<file path="src/rtl/key_debounce.sv">
// rtl/key_debounce.sv - push-button synchronizer, debouncer and press/release/long-press pulse generator
// Long-press detection is enabled by defining KEY_DEBOUNCE_LONG_PRESS_EN.
module key_debounce #(
  parameter int unsigned DEBOUNCE_CYCLES = 1000000,
  parameter int unsigned LONG_CYCLES     = 100000000,
  parameter bit          KEY_ACTIVE_LOW  = 1'b1
) (
  input  logic clk,
  input  logic rst,
  input  logic key_in,
  output logic key_state,
  output logic press_pulse,
  output logic release_pulse,
  output logic long_pulse
);

  localparam int unsigned DW = $clog2(DEBOUNCE_CYCLES + 1);
  localparam logic [DW-1:0] DEB_LAST = DW'(DEBOUNCE_CYCLES - 1);

  typedef enum logic {
    IDLE    = 1'b0,
    PRESSED = 1'b1
  } state_e;

  logic          key_n;
  logic          sync1_q;
  logic          key_s_q;
  state_e        state_q, state_d;
  logic [DW-1:0] deb_cnt_q, deb_cnt_d;
  logic          press_q, press_d;
  logic          release_q, release_d;
  logic          mismatch;
  logic          accept;

  // Polarity is normalised before the synchronizer so every flop holds 1 = pressed.
  assign key_n = KEY_ACTIVE_LOW ? ~key_in : key_in;

  always_ff @(posedge clk or negedge rst) begin
    if (!rst) begin
      sync1_q <= 1'b0;
      key_s_q <= 1'b0;
    end else begin
      sync1_q <= key_n;
      key_s_q <= sync1_q;
    end
  end

  assign mismatch = (key_s_q != (state_q == PRESSED));
  assign accept   = mismatch && (deb_cnt_q == DEB_LAST);

  always_comb begin
    state_d   = state_q;
    deb_cnt_d = '0;
    press_d   = 1'b0;
    release_d = 1'b0;
    // Any cycle where the synchronized level agrees with the accepted one restarts the count.
    if (mismatch && !accept) begin
      deb_cnt_d = deb_cnt_q + DW'(1);
    end
    case (state_q)
      IDLE: begin
        if (accept) begin
          state_d = PRESSED;
          press_d = 1'b1;
        end
      end
      PRESSED: begin
        if (accept) begin
          state_d   = IDLE;
          release_d = 1'b1;
        end
      end
    endcase
  end

  always_ff @(posedge clk or negedge rst) begin
    if (!rst) begin
      state_q   <= IDLE;
      deb_cnt_q <= '0;
      press_q   <= 1'b0;
      release_q <= 1'b0;
    end else begin
      state_q   <= state_d;
      deb_cnt_q <= deb_cnt_d;
      press_q   <= press_d;
      release_q <= release_d;
    end
  end

  assign key_state     = (state_q == PRESSED);
  assign press_pulse   = press_q;
  assign release_pulse = release_q;

`ifdef KEY_DEBOUNCE_LONG_PRESS_EN
  localparam int unsigned HW = $clog2(LONG_CYCLES + 1);
  localparam logic [HW-1:0] HOLD_LAST = HW'(LONG_CYCLES - 1);
  localparam logic [HW-1:0] HOLD_SAT  = HW'(LONG_CYCLES);

  logic [HW-1:0] hold_cnt_q, hold_cnt_d;
  logic          long_q, long_d;

  // Saturating at LONG_CYCLES guarantees a single long pulse per hold.
  always_comb begin
    hold_cnt_d = '0;
    long_d     = 1'b0;
    if (state_q == PRESSED) begin
      long_d = (hold_cnt_q == HOLD_LAST);
      if (hold_cnt_q != HOLD_SAT) begin
        hold_cnt_d = hold_cnt_q + HW'(1);
      end else begin
        hold_cnt_d = hold_cnt_q;
      end
    end
  end

  always_ff @(posedge clk or negedge rst) begin
    if (!rst) begin
      hold_cnt_q <= '0;
      long_q     <= 1'b0;
    end else begin
      hold_cnt_q <= hold_cnt_d;
      long_q     <= long_d;
    end
  end

  assign long_pulse = long_q;
`else
  assign long_pulse = 1'b0;
`endif

endmodule

</file>
<file path="config.mk">
export PLATFORM = sky130hd
export DESIGN_NAME = key_debounce
export DESIGN_NICKNAME = d
export VERILOG_FILES = /design/src/rtl/key_debounce.sv
export SDC_FILE = /design/constraint.sdc
export NUM_CORES = 1
export LEC_CHECK = 0
export CAP_MARGIN = 20
export CORE_MARGIN = 1
export CORE_UTILIZATION = 51
export DETAILED_ROUTE_END_ITERATION = 6
export PLACE_DENSITY_LB_ADDON = 0.15
export REMOVE_ABC_BUFFERS = 1
export SLEW_MARGIN = 20
export SYNTH_ARGS = -nofsm -noshare
export SYNTH_HDL_FRONTEND = slang
export SYNTH_SLANG_ARGS = --single-unit
export TNS_END_PERCENT = 1
</file>
<file path="constraint.sdc">
create_clock -name clk -period 1.6 [get_ports clk]
set_input_delay 0.32 -clock clk [delete_from_list [all_inputs] [get_ports clk]]
set_output_delay 0.32 -clock clk [all_outputs]
set_load 0.005 [all_outputs]
</file>
### Word level (Yosys, flattened, before mapping)

Cells that the tools add are included.

* bits of input ports: 3
* output and inout bits: 4
* flip-flop bits (word level): 25
* word-level logic and storage cells: 20

* bitwise gates (word level): 2
* equal/unequal tests: 2
* reduce and logical (&&, ||, !) cells: 3
* $add $sub $neg: 1
* multiplexer cells: 6

Operators with widths (number)
* 20-bit by 1-bit adder with 20-bit output, second input constant: 1
* 20-bit == test, second input constant: 1
* 20-bit 2-to-1 mux: 1
* 1-bit 2-to-1 mux: 4
* 1-bit logical AND: 2
* 1-bit NOT: 2
* 1-bit one-hot mux with 2 select lines: 1
* 1-bit zero test: 1
* 1-bit inequality test: 1

### Depth between registers and ports, before layout

Gate-level depths: netlist (run 1).

* depth in word-level cells: 5
* depth in mapped cells: 7
* gate-level depth less buffers: 5

### Worst setup path after synthesis (run 1)

No wires, ideal clock.

* path type: reg-to-reg
* start point: reg deb_cnt_q[0]
* end point: reg (tool-made name)
* library setup time: 125 ps
* required time: 1475 ps
* setup slack: -165 ps
* stages on the path, launching flop included: 7
* buffers on the path: 1
* arrival: 1640 ps
* clock period less this slack: 1765 ps
* path through: dfrtp_1 > ha_1 > and2_1 > buf_2 > nand4_1 > or3_4 > mux2_4

RTL lines
* start, declared: RTL line 29 `logic [DW-1:0] deb_cnt_q, deb_cnt_d;`
* start signal, assigned: RTL line 84 `deb_cnt_q <= deb_cnt_d;`

### Final worst setup path (run 1)

* start point: reg deb_cnt_q[1]
* end point: reg press_q (netlist: press_pulse)

* longest elaborated chain between the ends: 4

Ends and longest elaborated chain
* 20-bit == test: RTL line 49 `assign accept = mismatch && (deb_cnt_q == DEB_LAST);`
* 1-bit logical AND: RTL line 49
* 1-bit 2-to-1 mux: RTL line 62 `if (accept) begin`
* 1-bit 2-to-1 mux: RTL line 60 `case (state_q)`
* net press_d: RTL line 30 `logic press_q, press_d;`
* end signal, assigned: RTL line 85 `press_q <= press_d;`
* end, declared: RTL line 30

The timed path passes the listed nets, and every way through them passes these cells.

==> metrics.log, run 1 <==
[metrics] run status: finished with violations
[metrics] violated checks: negative setup slack
[metrics] share of synthesized area occupied by flip-flops and latches: 52.3%
[metrics] nets: 148
[metrics] largest fanout of any net on the critical path: 3
[metrics] wire length of the first global-routing pass: 4280 um
[metrics] data arrival time of the critical path: 1880 ps
[metrics] Final Wtd Congestion: 0.781
[metrics] fill cell count: 176
[metrics] area used by multi-input combinational logic: 563 um2
[metrics] final hold viol count: 0
[metrics] count of maximum capacitance violations: 0
[metrics] # port buffers: 5
[metrics] Sink Count: 25
[metrics] share of layout cells above drive strength 1: 30.8%
[metrics] post-route cell area: 1540 um2
[metrics] Peak VDD IR: 0.510 mV
[metrics] site row count: 17
[metrics] mean instance size in the synthesized netlist: 10.8 um2
[metrics] Die ar.: 2540 um2
[metrics] pwr/cell area: 645 nW/um2
[metrics] clock transition time at the flip-flop clock pins of the worst setup and hold paths: 130 ps
[metrics] maximum clock path buffer count: 2
[metrics] setup violation total in the final timing report: 22
[metrics] start of the worst register-to-register path: deb_cnt_q[1]$_DFF_PN0_
[metrics] top cells by area in the synthesized netlist: sky130_fd_sc_hd__dfrtp_1, sky130_fd_sc_hd__xor2_1, sky130_fd_sc_hd__nor2_1
[metrics] length in cells of the worst reg-to-reg path: 6
[metrics] number of warnings printed during yosys synthesis: 0
[metrics] clock insertion delay at the later pin of the skew report: 310 ps
[metrics] Hold WC Path Type: in -> async
[metrics] Via Count: 935
[metrics] async set-reset flop share out of synthesis: 100%
[metrics] Syn Inst Count: 111
[metrics] shortest clock period the worst path allows after layout: 1640 ps
[metrics] FF+latch count, synth: 25
[metrics] Placeable Area: 2210 um2
[metrics] RSZ-0062 raised after global routing: true
[metrics] sum of overflow across all layers after global routing: 0
[metrics] Post-synth EDFFs: 0
[metrics] Slew Limit Fails: 0
[metrics] startpoint type of the worst setup path: register
[metrics] post-detailed-route wirelength per cell: 14.5 um
[metrics] antenna violations before repair: 0
[metrics] number of global-route vias before repair: 981
[metrics] kind of end point of the critical path: register
[metrics] clk root buf: sky130_fd_sc_hd__clkbuf_4
[metrics] Die Span X: 50.4 um
[metrics] DRC viols: 0
[metrics] number of violations reported at the end of detailed-routing iteration 0: 16
[metrics] number of detailed-route iterations in the first pass: 4
[metrics] part of the cycle the worst path needs: 103%
[metrics] HPWL Detailed: 1630 um
[metrics] largest net degree at the start of global routing: 26
[metrics] final worst hold slack: 343 ps
[metrics] area taken by flip-flops and latches: 626 um2
[metrics] leakage power total: 0.691 nW
[metrics] Antenna Nets Post-Route: 0
[metrics] Tot GR Track Use: 23.0%
[metrics] Num CTS Buffers: 3
[metrics] cell area after placement: 1430 um2
[metrics] skew final: 3.89 ps
[metrics] area of the mapped netlist: 1200 um2
[metrics] number of H-tree levels: 1
[metrics] Hold-fix buffers, CTS: 0
[metrics] vertical extent of the die: 50.4 um
[metrics] reg2reg end: press_pulse$_DFF_PN0_
[metrics] routed wire length: 2470 um
[metrics] kind of critical path: reg -> reg
[metrics] synth-to-layout area growth: 28.9%
[metrics] number of antenna cells inserted: 0
[metrics] number of I/O pins: 7
[metrics] slack of the worst reg-to-reg path: -40 ps
[metrics] drt via density: 5.47
[metrics] share of the synthesized area in the top cell type: 52.3%
[metrics] setup ws final: -42.4 ps
[metrics] Fmax achieved: 609 MHz
[metrics] TritonCTS clock tree: built
[metrics] number of library cell types mapped by synthesis: 28
[metrics] initial core utilization: 54.1%
[metrics] required time of the worst setup path: 1840 ps
[metrics] ys flop type: sky130_fd_sc_hd__dfrtp_1
[metrics] cell taking the most area after synthesis: sky130_fd_sc_hd__dfrtp_1
[area by class of cell]
class,count,area share [%]
multi-input combinational,80,36.5
timing repair buffer,32,18.4
tap,28,2.27
clock buffer,4,1.70
inverter,2,0.487
sequential,25,40.6
[Yosys cell counts, types with 3 or more instances]
master	count
sky130_fd_sc_hd__o31ai_1	3
sky130_fd_sc_hd__nand2_1	6
sky130_fd_sc_hd__a21oi_1	6
sky130_fd_sc_hd__nand3_1	5
sky130_fd_sc_hd__and4_1	3
sky130_fd_sc_hd__xor2_1	11
sky130_fd_sc_hd__or3_1	3
sky130_fd_sc_hd__nand4_1	5
sky130_fd_sc_hd__and3_1	4
sky130_fd_sc_hd__or4_1	3
sky130_fd_sc_hd__o21ai_0	3
sky130_fd_sc_hd__dfrtp_1	25
sky130_fd_sc_hd__nor2_1	13
[flip-flops by register name, summed over array words and instances, names as in the netlist, named ones only]
signal         count
deb_cnt_q         20
key_s_q            1
press_pulse        1
release_pulse      1
sync1_q            1
[layout by cell type, fill, tap and decap left out, drive strengths merged]
cell           instances
dfrtp                 25
and2                   2
nand2                  6
nand3b                 1
clkbuf                 4
o31ai                  4
and3                   4
dlygate4sd2            1
conb                   1
and4                   3
ha                     1
inv                    2
or4                    3
or3                    4
xor2                  11
nand4                  5
nor4                   1
mux2                   1
o21ai                  3
nor3b                  2
nor2                  13
clkdlybuf4s50          4
xnor2                  2
a21oi                  6
nand3                  6
buf                   27
nor4b                  1
[repair_timing]
action | CTS | global route
endpoints found under the setup margin | 23 | 22
hold endpoints to repair | 0 | 0
gates cloned | 1 | 0
resized for setup | 7 | 3
pin swaps | 5 | 1
setup buffers | 5 | 0
[worst max-delay path by stage]
stage | cells past startpoint | from | to | slack [ps]
2_1_floorplan | 5 | deb_cnt_q[0]$_DFF_PN0_ | register | -140
3_3_place_gp | 4 | deb_cnt_q[12]$_DFF_PN0_ | register | -40
3_5_place_dp | 4 | deb_cnt_q[12]$_DFF_PN0_ | register | -80
4_1_cts | 6 | deb_cnt_q[1]$_DFF_PN0_ | press_pulse$_DFF_PN0_ | -30
5_1_grt | 7 | deb_cnt_q[12]$_DFF_PN0_ | deb_cnt_q[10]$_DFF_PN0_ | -150
6_report | 6 | deb_cnt_q[1]$_DFF_PN0_ | press_pulse$_DFF_PN0_ | -40
[kinds of logic (layout without fill, tap and decap cells)]
logic type	Yosys count	after routing	share of synthesized area (%)
simple gates	51	51	25.4
other cells	1	1	0.314
buf+inv	6	38	2.72
mux	1	1	1.25
xor+xnor	13	13	9.52
compound gates	13	13	7.43
fa+ha+maj	1	1	1.05
flops	25	25	52.3
[worst max-delay path, cell delays in order, from the launching register on]
cell,delay (ps)
sky130_fd_sc_hd__dfrtp_1,390
sky130_fd_sc_hd__ha_2,190
sky130_fd_sc_hd__and2_4,150
sky130_fd_sc_hd__nand4_1,120
sky130_fd_sc_hd__or3_4,370
sky130_fd_sc_hd__buf_4,150
sky130_fd_sc_hd__nor3b_1,200
[metrics by stage]
step           util [%]  power (mW)  setup WS, ps  setup TNS (ps)  instances
6_report           69.7       0.995         -42.4            -530        171
5_1_grt            69.7        1.04          -146           -2850        171
4_1_cts            69.3        1.01         -31.9            -398        171
3_5_place_dp       64.5       0.718         -82.0            -982        161
3_3_place_gp       64.5       0.715         -42.8            -171        161
2_1_floorplan         -       0.675          -144           -1750        107
[metal layers]
metal / wire [um] / vias up / global-route usage [%]
met4: 42 / 0 / 7.41
met2: 1210 / 22 / 40.0
met1: 1110 / 449 / 26.9
li1: - / 458 / -
met3: 112 / 6 / 6.97
met5: 0 / - / 0
[power by group]
part           internal, mW  switching, mW  total [mW]
registers             0.640        0.00714       0.648
logic                0.0370         0.0341      0.0712
clock network        0.0975          0.179       0.276
total                 0.775          0.220       0.995
Power figures use the tool's default switching activity.
==> inputs of run 2 (changes only) <==
Settings changed: CORE_MARGIN 1 to not set.
==> results of run 2 <==
Final layout, timing and power as in run 1 (identical DEF).
==> inputs of run 3 (changes only) <==
Settings changed: HOLD_SLACK_MARGIN set to 0.15.
==> results of run 3 <==
Final layout, timing and power as in run 1 (identical DEF).
